==> config.mk <==
export PLATFORM = sky130hd
export DESIGN_NAME = fwd_scoreboard
export DESIGN_NICKNAME = d
export VERILOG_FILES = /design/src/rtl/fwd_scoreboard.sv
export SDC_FILE = /design/constraint.sdc
export NUM_CORES = 1
export LEC_CHECK = 0
export ABC_AREA = 0
export BUFFER_PORTS_ARGS = -buffer_cell sky130_fd_sc_hd__buf_4
export CAP_MARGIN = 10
export CORE_UTILIZATION = 50
export DETAILED_ROUTE_END_ITERATION = 8
export PLACE_DENSITY = 0.84
export SYNTH_ARGS = -nofsm -noshare
export SYNTH_HDL_FRONTEND = slang
export SYNTH_SLANG_ARGS = --single-unit
==> constraint.sdc <==
create_clock -name clk -period 2.9 [get_ports clk]
set_input_delay 0.58 -clock clk [delete_from_list [all_inputs] [get_ports clk]]
set_output_delay 0.58 -clock clk [all_outputs]
set_load 0.02 [all_outputs]
==> src/rtl/fwd_scoreboard.sv <==
`default_nettype none
// ============================================================================
// Module      : fwd_scoreboard
// Description : Operand forwarding and load-use hazard unit. Tracks in-flight
//               destination registers over DEPTH post-decode stages, captures
//               producer results as they appear and serves the youngest
//               matching value to each decode-stage source operand.
//               Optional stall-cycle counter enabled by macro FWD_STATS_EN.
// Revision    : 1.0 - initial release
// ============================================================================
module fwd_scoreboard #(
    parameter int DATA_W   = 32,
    parameter int RA_W     = 5,
    parameter int DEPTH    = 3,
    parameter int LOAD_LAT = 1
) (
    input  logic              clk,
    input  logic              rst_n,
    input  logic              issue_valid,
    input  logic              issue_we,
    input  logic              issue_is_load,
    input  logic [RA_W-1:0]   issue_rd,
    input  logic [RA_W-1:0]   rs1,
    input  logic [RA_W-1:0]   rs2,
    input  logic              rs1_used,
    input  logic              rs2_used,
    input  logic [DATA_W-1:0] exec_result,
    input  logic [DATA_W-1:0] load_data,
    input  logic              flush,
    output logic              stall,
    output logic              op1_fwd,
    output logic              op2_fwd,
    output logic [DATA_W-1:0] op1_data,
    output logic [DATA_W-1:0] op2_data,
    output logic [15:0]       stall_cnt
);

    localparam int c_NUM_OPS = 2;

    // Per-stage entry state; index 0 is EX, DEPTH-1 is the last stage before writeback
    logic              r_v    [DEPTH];
    logic [RA_W-1:0]   r_rd   [DEPTH];
    logic              r_ld   [DEPTH];
    logic              r_rdy  [DEPTH];
    logic [DATA_W-1:0] r_data [DEPTH];

    logic [RA_W-1:0]   w_rs    [c_NUM_OPS];
    logic              w_used  [c_NUM_OPS];
    logic              w_en    [c_NUM_OPS];
    logic              w_hit   [c_NUM_OPS];
    logic              w_avail [c_NUM_OPS];
    logic [DATA_W-1:0] w_val   [c_NUM_OPS];
    logic              w_fwd   [c_NUM_OPS];
    logic [DATA_W-1:0] w_data  [c_NUM_OPS];
    logic              w_unav  [c_NUM_OPS];
    logic              w_stall;

    assign w_rs[0]   = rs1;
    assign w_rs[1]   = rs2;
    assign w_used[0] = rs1_used;
    assign w_used[1] = rs2_used;

    // Youngest-match lookup per operand; scanning oldest to youngest lets the lowest stage win
    always_comb begin
        for (int j = 0; j < c_NUM_OPS; j++) begin
            w_hit[j]   = 1'b0;
            w_avail[j] = 1'b0;
            w_val[j]   = '0;
            for (int k = DEPTH - 1; k >= 0; k--) begin
                if (r_v[k] && (r_rd[k] == w_rs[j])) begin
                    w_hit[j] = 1'b1;
                    if (!r_ld[k] && (k == 0)) begin
                        // ALU result is still on the EX bus this cycle
                        w_avail[j] = 1'b1;
                        w_val[j]   = exec_result;
                    end else if (r_ld[k] && (k == LOAD_LAT)) begin
                        // Load data is arriving this cycle
                        w_avail[j] = 1'b1;
                        w_val[j]   = load_data;
                    end else if (r_rdy[k]) begin
                        w_avail[j] = 1'b1;
                        w_val[j]   = r_data[k];
                    end else begin
                        // Load that has not yet reached its data stage
                        w_avail[j] = 1'b0;
                        w_val[j]   = '0;
                    end
                end
            end
            w_en[j]   = issue_valid && w_used[j] && (w_rs[j] != '0);
            w_fwd[j]  = w_en[j] && w_hit[j] && w_avail[j];
            w_data[j] = w_fwd[j] ? w_val[j] : '0;
            w_unav[j] = w_en[j] && w_hit[j] && !w_avail[j];
        end
    end

    // A flush in the same cycle discards decode, so there is nothing to hold
    assign w_stall  = !flush && (w_unav[0] || w_unav[1]);
    assign stall    = w_stall;
    assign op1_fwd  = w_fwd[0];
    assign op2_fwd  = w_fwd[1];
    assign op1_data = w_data[0];
    assign op2_data = w_data[1];

    // Advance the tracking pipeline, capturing results as entries leave their producing stage
    always_ff @(posedge clk or negedge rst_n) begin
        if (!rst_n) begin
            for (int k = 0; k < DEPTH; k++) begin
                r_v[k]    <= 1'b0;
                r_rd[k]   <= '0;
                r_ld[k]   <= 1'b0;
                r_rdy[k]  <= 1'b0;
                r_data[k] <= '0;
            end
        end else begin
            r_v[0]    <= issue_valid && issue_we && !w_stall && !flush && (issue_rd != '0);
            r_rd[0]   <= issue_rd;
            r_ld[0]   <= issue_is_load;
            r_rdy[0]  <= 1'b0;
            r_data[0] <= '0;
            for (int k = 1; k < DEPTH; k++) begin
                r_v[k]  <= r_v[k-1] && !flush;
                r_rd[k] <= r_rd[k-1];
                r_ld[k] <= r_ld[k-1];
                if (r_v[k-1] && !r_ld[k-1] && ((k - 1) == 0)) begin
                    r_data[k] <= exec_result;
                    r_rdy[k]  <= 1'b1;
                end else if (r_v[k-1] && r_ld[k-1] && ((k - 1) == LOAD_LAT)) begin
                    r_data[k] <= load_data;
                    r_rdy[k]  <= 1'b1;
                end else begin
                    r_data[k] <= r_data[k-1];
                    r_rdy[k]  <= r_rdy[k-1];
                end
            end
        end
    end

`ifdef FWD_STATS_EN
    logic [15:0] r_stall_cnt;

    // Saturating count of stalled decode cycles; only reset clears it
    always_ff @(posedge clk or negedge rst_n) begin
        if (!rst_n) begin
            r_stall_cnt <= '0;
        end else if (w_stall && (r_stall_cnt != 16'hFFFF)) begin
            r_stall_cnt <= r_stall_cnt + 16'd1;
        end
    end

    assign stall_cnt = r_stall_cnt;
`else
    assign stall_cnt = 16'd0;
`endif

endmodule
`default_nettype wire

======== Yosys cells after proc, flatten, opt, wreduce, memory -nomap -nowiden ========
Index checks and enable logic that the tools add are counted.
operators by class
  multiplexer cells ....................... 32
  reductions and logical operators ........ 34
  equality and inequality tests ........... 6
operators by type and width
  operator             count
  $mux W32             14
  $eq A5 B5 Y1         6
  $logic_and A1 B1 Y1  25
  $mux W1              18
  $reduce_bool A5 Y1   3
  $logic_not A1 Y1     5
  $logic_or A1 B1 Y1   1
storage, ports and cells
  output and inout bits ................... 83
  flip-flop bits (word level) ............. 86
  word-level logic and storage cells ...... 84
  input port bits ......................... 87

======== Logic depth before layout (Yosys ltp) ========
Gate-level depths: netlist of the first run.
  word-level depth ........................ 13
  depth in mapped cells ................... 8
  mapped depth without buffers ............ 6

======== Worst setup path after synthesis of the first run ========
No wires, ideal clock.
  path kind ............................... in2out
  start ................................... input rs2[3]
  end ..................................... output op2_data[23]
  arrival ................................. 2.307 ns
  path slack .............................. 0.013 ns
  stages .................................. 7
  data required time ...................... 2.320 ns
  buffers on the path ..................... 1
  path through ............................ xor2_1 > nor4_4 > nand3_2 > a31o_1 > o21bai_4 > buf_4 > a211oi_1
on the way
  longest elaborated chain between the ends .. 8
  elaborated cells between the ends (all ways) .. 20
  classes of those cells .................. eq/ne: 3; mux: 10; reduce/logical: 7
RTL lines
  element                           RTL line  RTL
  start: declaration                24        input logic [RA_W-1:0] rs2,
  $eq A5 B5 Y1                      70        if (r_v[k] && (r_rd[k] == w_rs[j])) begin
  $logic_and A1 B1 Y1               70
  $mux W1 (3 in a row)              70
  $logic_and A1 B1 Y1 (2 in a row)  91        w_fwd[j] = w_en[j] && w_hit[j] && w_avail[j];
  $mux W32 *                        92        w_data[j] = w_fwd[j] ? w_val[j] : '0;
  end: declaration                  34        output logic [DATA_W-1:0] op2_data,
Every way passes the cells marked *; elsewhere a longest branch is shown, timed or not.

======== Worst setup path after layout of the first run ========
  start ................................... register r_rd[13] (netlist bit)
  end ..................................... output op1_data[5]
on the way
  longest elaborated chain between the ends .. 6
  elaborated cells between the ends (all ways) .. 8
  classes of those cells .................. eq/ne: 1; mux: 4; reduce/logical: 3
RTL lines
  element                           RTL line  RTL
  start: declaration                42        logic [RA_W-1:0] r_rd [DEPTH];
  start signal: indexed assignment  123       r_rd[k] <= r_rd[k-1];
  $eq A5 B5 Y1 *                    70
  $logic_and A1 B1 Y1 *             70
  $mux W1                           70
  $logic_and A1 B1 Y1 (2 in a row)  91
  $mux W32 *                        92
  end: declaration                  33        output logic [DATA_W-1:0] op1_data,
Marks and branches as above.

==> results of run 1 <==
state kept, by name, summed over array words and instances, names as in the netlist:
signal,flops
r_v,3
r_rdy,2
r_rd,15
r_data,64
r_ld,2
power groups by stage:
stage	Combinational, mW	Sequential (mW)	Clock (mW)
finish	0.374	1.26	1.17
CTS	0.360	1.26	1.19
floorplan	0.176	1.27	0
detailed placement	0.346	1.28	0
global route	0.404	1.27	1.23
global placement	0.333	1.28	0
synth_stat cells, drive strengths merged, types with 5 or more instances:
| master | number |
|---|---|
| xnor2 | 10 |
| a21oi | 7 |
| a2bb2oi | 5 |
| buf | 39 |
| o21ai | 29 |
| nor4 | 5 |
| nor2 | 70 |
| a211oi | 63 |
| dfrtp | 86 |
| nor2b | 34 |
| clkbuf | 30 |
| a22oi | 58 |
| nand3 | 7 |
| nand2 | 64 |
| and2 | 34 |
| xor2 | 20 |
| mux2 | 32 |
| and3 | 5 |
stage by stage:
| step | setup slack (ns) | setup TNS [ns] |
|---|---|---|
| after floorplan | 0.01340 | 0 |
| after detailed placement | -0.2770 | -8.135 |
| after global placement | -0.2422 | -6.797 |
| after CTS | -0.1688 | -8.320 |
| final | -0.2968 | -12.70 |
| after global routing | -0.3831 | -18.85 |
metal layers:
| layer | part of all wire, % | GRT usage [%] |
|---|---|---|
| met5 | 0 | 0 |
| met4 | 2.4 | 11.97 |
| met3 | 8.8 | 3.347 |
| met2 | 50 | 49.28 |
| met1 | 39 | 36.67 |
timing repair:
action,CTS,global route
resized for setup,57,40
endpoints found under the setup margin,67,67
setup buffers,7,2
pin swaps,10,5
cloned,2,1
logic make-up (layout without fill, tap and decap cells):
logic type | Yosys count | in the layout | share of synthesized area, %
other | 1 | 16 | 0.06554
DFF | 86 | 86 | 37.61
xor gates and xnor gates | 30 | 30 | 4.592
and+or+nand+nor | 230 | 230 | 20.14
buffers and inverters | 72 | 219 | 7.041
muxes | 33 | 33 | 6.473
AOI/OAI and AO/OA | 171 | 171 | 24.08
area by class of cell:
type,count,area [um^2],share of cell area (%)
clock buffers,12,256.5,3.205
clock inverters,4,55.05,0.6878
well taps,140,175.2,2.189
inverters,3,13.76,0.1720
flip-flops and latches,86,2157,26.95
multi-input cells,480,3665,45.79
repair buffers,200,1682,21.01
path summary, 6_finish.rpt:
kind	start	end	slack (ns)	cells after the start
setup / recovery	r_rd[13]$_DFF_PN0_	op1_data[5]	-0.30	9
hold / removal	rst_n	r_data[57]$_DFF_PN0_	0.30	1
setup reg to reg	r_rd[8]$_DFF_PN0_	r_v[2]$_DFF_PN0_	0.79	7
hold reg to reg	r_rd[14]$_DFF_PN0_	r_rd[9]$_DFF_PN0_	0.45	0
max in group asynchronous	rst_n	r_rd[6]$_DFF_PN0_	1.89	2
min in group clk	issue_rd[2]	r_rd[12]$_DFF_PN0_	0.37	1
critical path, cell delays in order, from the launching register on:
cell and delay, ns:
dfrtp_1 0.41, xor2_1 0.19, nor4_1 0.36, buf_4 0.19
and3_4 0.21, o31ai_2 0.08, nand3b_4 0.27, buf_12 0.22
a211oi_2 0.17, buf_4 0.18
==> results.sh, run 1 <==
export IMPL_yosys_warnings=0
export IMPL_worstMarginPinSlew_ns=0.9030
export IMPL_path_class="reg -> out"
export IMPL_num_antenna_cells=0
export IMPL_area_growth_pct=39.89
export IMPL_die_x_um=109.0
export IMPL_layout_common_cells="buf_4 (174), dfrtp_1 (82), nor2_1 (70), nand2_1 (63), a211oi_2 (53)"
export IMPL_final_max_slew_viol_count=0
export IMPL_drc_errors=0
export IMPL_clockRootBuffer="clkbuf_16"
export IMPL_drt_iter0_markers=517
export IMPL_fmax_mhz=312.8
export IMPL_cts_made_buffers=9
export IMPL_rows=38
export IMPL_syn_area_um2=5722
export IMPL_final_util_pct=72.88
export IMPL_synth_top_cell_area_share_pct=37.61
export IMPL_status="finished with violations"
export IMPL_arrival_ns=2.62
export IMPL_layout_drive_gt1_share_pct=44.84
export IMPL_async_reset_ff_share_pct=100.0
export IMPL_p_leak_nw=3.392
export IMPL_routed_wl_mm=17.57
export IMPL_final_common_cell="buf_4"
export IMPL_violations="negative setup slack"
export IMPL_fin_skew_ns=0.007313
export IMPL_grt_pass1_vias=5416
export IMPL_synth_edf_count=0
export IMPL_nFillCells=727
export IMPL_syn_mean_instance_area_um2=9.184
export IMPL_grt_max_degree=59
export IMPL_clkLatencyLatePin_ns=0.33
export IMPL_instances_no_fill=925
export IMPL_cp_start_kind="flop"
export IMPL_start_util_pct=52.10
export IMPL_period_share_pct=110.2
export IMPL_ys_flop_type="dfrtp_1"
export IMPL_nets=867
export IMPL_power_switching_mw=0.6891
export IMPL_dp_cells=897
export IMPL_die_area_um2=11880
export IMPL_placed_area_um2=7083
export IMPL_tritoncts="built"
export IMPL_grt_pass1_wl_mm=26.24
export IMPL_synthCells=623
export IMPL_setup_violations=67
export IMPL_synth_top_cell_by_area="dfrtp_1"
export IMPL_io_buffers=153
export IMPL_swShare_pct=24.53
export IMPL_cp_max_fo=8
export IMPL_ys_types=46
export IMPL_fp_coreArea_um2=10980
export IMPL_hp_class="in -> async"
export IMPL_cts_buffer_depth=2
export IMPL_pwr_share_seq_pct=45.0
export IMPL_timing_slew_headroom_pct=39.59
export IMPL_ys_seq_area_share_pct=37.61
export IMPL_final_cell_area_um2=8004
export IMPL_period_minus_slack_ns=3.197
export IMPL_viasPerCell=5.978
export IMPL_total_power_mw=2.809
export IMPL_ant_nets=0
export IMPL_ys_seq_elements=86
export IMPL_clkSinkCount=86
export IMPL_hold_viol_final=0
export IMPL_worst_ep_required_time_ns=2.32
export IMPL_dp_hpwl_mm=11.43
export IMPL_combPwrFrac_pct=13.3
export IMPL_clkPwrFrac_pct=41.7
export IMPL_htree_levels=3
export IMPL_place_congestion=0.8779
export IMPL_io_pins=170
export IMPL_antenna_found_initial=0
export IMPL_power_internal_mw=2.120
export IMPL_drv_cap=0
export IMPL_clk_pin_slew_worst_paths_ns=0.07
export IMPL_setup_ws_ns=-0.2968
export IMPL_avgRoutedWirePerCell_um=18.99
export IMPL_rsz0062_at_grt="true"
export IMPL_drt_first_pass_iters=6
export IMPL_grt_overflow=0
export IMPL_synthTopCellsByArea="dfrtp_1 (38%), a22oi_1 (7.6%), a211oi_2 (6.6%)"
export IMPL_power_density_nw_per_um2=351.0
export IMPL_die_y_um=109.0
export IMPL_hold_worst_slack_ns=0.3014
export IMPL_grtUsageTotal_pct=28.74
export IMPL_postCtsHoldBufs=0
export IMPL_dr_total_vias=5530
export IMPL_ir_drop_uv=323.3
export IMPL_end_kind="output pin"
No activity file was read; power rests on OpenSTA's default activity.
==> inputs of run 2 (changes only) <==
--- a/config.mk
+++ b/config.mk
@@ -8,9 +8,12 @@
 export ABC_AREA = 0
 export BUFFER_PORTS_ARGS = -buffer_cell sky130_fd_sc_hd__buf_4
 export CAP_MARGIN = 10
-export CORE_UTILIZATION = 50
+export CELL_PAD_IN_SITES_DETAIL_PLACEMENT = 0
+export CELL_PAD_IN_SITES_GLOBAL_PLACEMENT = 1
+export CORE_UTILIZATION = 39
 export DETAILED_ROUTE_END_ITERATION = 8
-export PLACE_DENSITY = 0.84
+export PLACE_DENSITY = 0.87
+export SKIP_LAST_GASP = 1
 export SYNTH_ARGS = -nofsm -noshare
 export SYNTH_HDL_FRONTEND = slang
 export SYNTH_SLANG_ARGS = --single-unit
==> results.sh, run 2 (synthesis results as in run 1) <==
export IMPL_status="finished with violations"
export IMPL_violations="negative setup slack"
export IMPL_cp_num_buf_inv=3
export IMPL_dr_total_vias=5513
export IMPL_htree_levels=3
export IMPL_avgRoutedWirePerCell_um=19.35
export IMPL_clkPwrFrac_pct=40.7
export IMPL_swShare_pct=25.24
export IMPL_start_util_pct=40.59
export IMPL_hold_worst_slack_ns=0.3005
export IMPL_area_growth_pct=45.35
export IMPL_timing_critical_path_cells="xnor2_1 > nand3_1 > a311oi_4 > a211o_2 > nand3b_4 > buf_12 > clkbuf_16 > a211oi_4 > buf_6"
export IMPL_final_common_cell="buf_4"
export IMPL_final_util_pct=59.00
export IMPL_max_flop_register="r_data"
export IMPL_cts_made_buffers=9
export IMPL_clkSinkCount=86
export IMPL_nets=884
export IMPL_clk_pin_slew_worst_paths_ns=0.06
export IMPL_cp_start_kind="flop"
export IMPL_hp_class="in -> async"
export IMPL_dp_hpwl_mm=12.08
export IMPL_layout_drive_gt1_share_pct=47.38
export IMPL_power_switching_mw=0.7005
export IMPL_top_regs="r_data: 64 flops, r_rd: 15 flops, r_v: 3 flops"
export IMPL_total_power_mw=2.775
export IMPL_final_max_slew_viol_count=0
export IMPL_rr_startpoint="r_rd[13]$_DFF_PN0_"
export IMPL_grt_pass1_wl_mm=28.03
export IMPL_grt_max_degree=57
export IMPL_num_antenna_cells=0
export IMPL_rsz0062_at_grt="true"
export IMPL_period_minus_slack_ns=3.171
export IMPL_timing_slew_headroom_pct=39.12
export IMPL_ir_drop_uv=308.6
export IMPL_place_congestion=0.8594
export IMPL_fp_coreArea_um2=14100
export IMPL_clockRootBuffer="clkbuf_16"
export IMPL_max_stage_delay_ns=0.40
export IMPL_critPathTopFamily="compound AO/OA/AOI/OAI gates"
export IMPL_drt_iter0_markers=332
export IMPL_cts_buffer_depth=2
export IMPL_startpoint="r_rd[4]$_DFF_PN0_"
export IMPL_cp_max_fo=4
export IMPL_ant_nets=0
export IMPL_period_share_pct=109.4
export IMPL_arrival_ns=2.59
export IMPL_grt_pass1_vias=5535
export IMPL_setup_violations=67
export IMPL_layout_common_cells="buf_4 (182), dfrtp_1 (85), nor2_1 (68), nand2_1 (62), a211oi_2 (49)"
export IMPL_end_kind="output pin"
export IMPL_hold_viol_final=0
export IMPL_slowest_stage="dfrtp_1"
export IMPL_routed_wl_mm=19.01
export IMPL_p_leak_nw=3.501
export IMPL_drt_first_pass_iters=5
export IMPL_die_y_um=123.1
export IMPL_place_ws_ns=-0.3376
export IMPL_io_buffers=153
export IMPL_grtUsageTotal_pct=24.43
export IMPL_fmax_mhz=315.3
export IMPL_grt_overflow=0
export IMPL_worst_ep_required_time_ns=2.32
export IMPL_power_internal_mw=2.075
export IMPL_largest_register_ffs=64
export IMPL_die_area_um2=15160
export IMPL_worstMarginPinSlew_ns=0.9100
export IMPL_die_x_um=123.1
export IMPL_setup_ws_ns=-0.2713
export IMPL_io_pins=170
export IMPL_viasPerCell=5.614
export IMPL_drv_cap=0
export IMPL_power_density_nw_per_um2=333.7
export IMPL_path_class="reg -> out"
export IMPL_rows=43
export IMPL_tritoncts="built"
export IMPL_postCtsHoldBufs=0
export IMPL_fin_skew_ns=0.005444
export IMPL_antenna_found_initial=0
export IMPL_combPwrFrac_pct=13.6
export IMPL_drc_errors=0
export IMPL_pwr_share_seq_pct=45.7
export IMPL_clkLatencyLatePin_ns=0.34
## run 2: cell count changes in the layout (fill, tap and decap cells not counted), moves of 3 or more
cell,before,now
a22oi_1,50,36
a22oi_2,8,22
buf_4,174,182
buf_12,6,12
a211oi_1,0,5
a211oi_2,53,49
clkbuf_1,1,4
clkbuf_16,10,13
dfrtp_1,82,85
dfrtp_2,4,1
## run 2: what timing repair did
action | CTS | global route
buffers inserted | 19 | 11
endpoints found under the hold margin | 0 | 0
gates cloned | 2 | 4
setup endpoints to repair | 67 | 67
gates resized for setup | 62 | 59
pin swaps | 17 | 22
## run 2: through the flow
step / instance area, um^2 / instances / TNS, ns
after detailed placement: 7126 / 936 / -9.413
after CTS: 7939 / 973 / -10.17
after floorplan: 5778 / 638 / 0
final: 8317 / 982 / -13.61
after global placement: 7126 / 936 / -6.332
after global routing: 8317 / 982 / -18.74
## run 2: final timing paths
path	cells past startpoint	slack [ns]	to
min	1	0.30	r_data[57]$_DFF_PN0_
max	9	-0.27	op1_data[14]
max reg2reg	8	0.68	r_v[2]$_DFF_PN0_
min in group clk	1	0.35	r_ld[2]$_DFF_PN0_
max in group asynchronous	2	1.85	r_data[33]$_DFF_PN0_
min reg2reg	0	0.44	r_rd[0]$_DFF_PN0_
## run 2: area by class of cell
cell class / count / area, um^2
clock inverter: 3 / 45.04
fill: 1172 / 5779
clock buffer: 13 / 240.2
tap: 180 / 225.2
multi-input combinational: 480 / 3715
inverter: 3 / 13.76
sequential: 86 / 2153
timing repair buffer: 217 / 1924
## run 2: layer usage
| layer | wire (um) | vias up | global-route usage [%] |
|---|---|---|---|
| li1 | - | 2506 | - |
| met3 | 1081 | 34 | 2.675 |
| met5 | 0 | - | 0 |
| met2 | 9611 | 251 | 41.93 |
| met4 | 391 | 0 | 9.187 |
| met1 | 7921 | 2722 | 31.57 |
## run 2: power groups by stage
stage | sequential [mW] | combinational [mW] | clock [mW]
6_report | 1.27 | 0.379 | 1.13
5_1_grt | 1.27 | 0.410 | 1.19
4_1_cts | 1.27 | 0.365 | 1.15
3_5_place_dp | 1.29 | 0.338 | 0
3_3_place_gp | 1.28 | 0.330 | 0
2_1_floorplan | 1.27 | 0.176 | 0
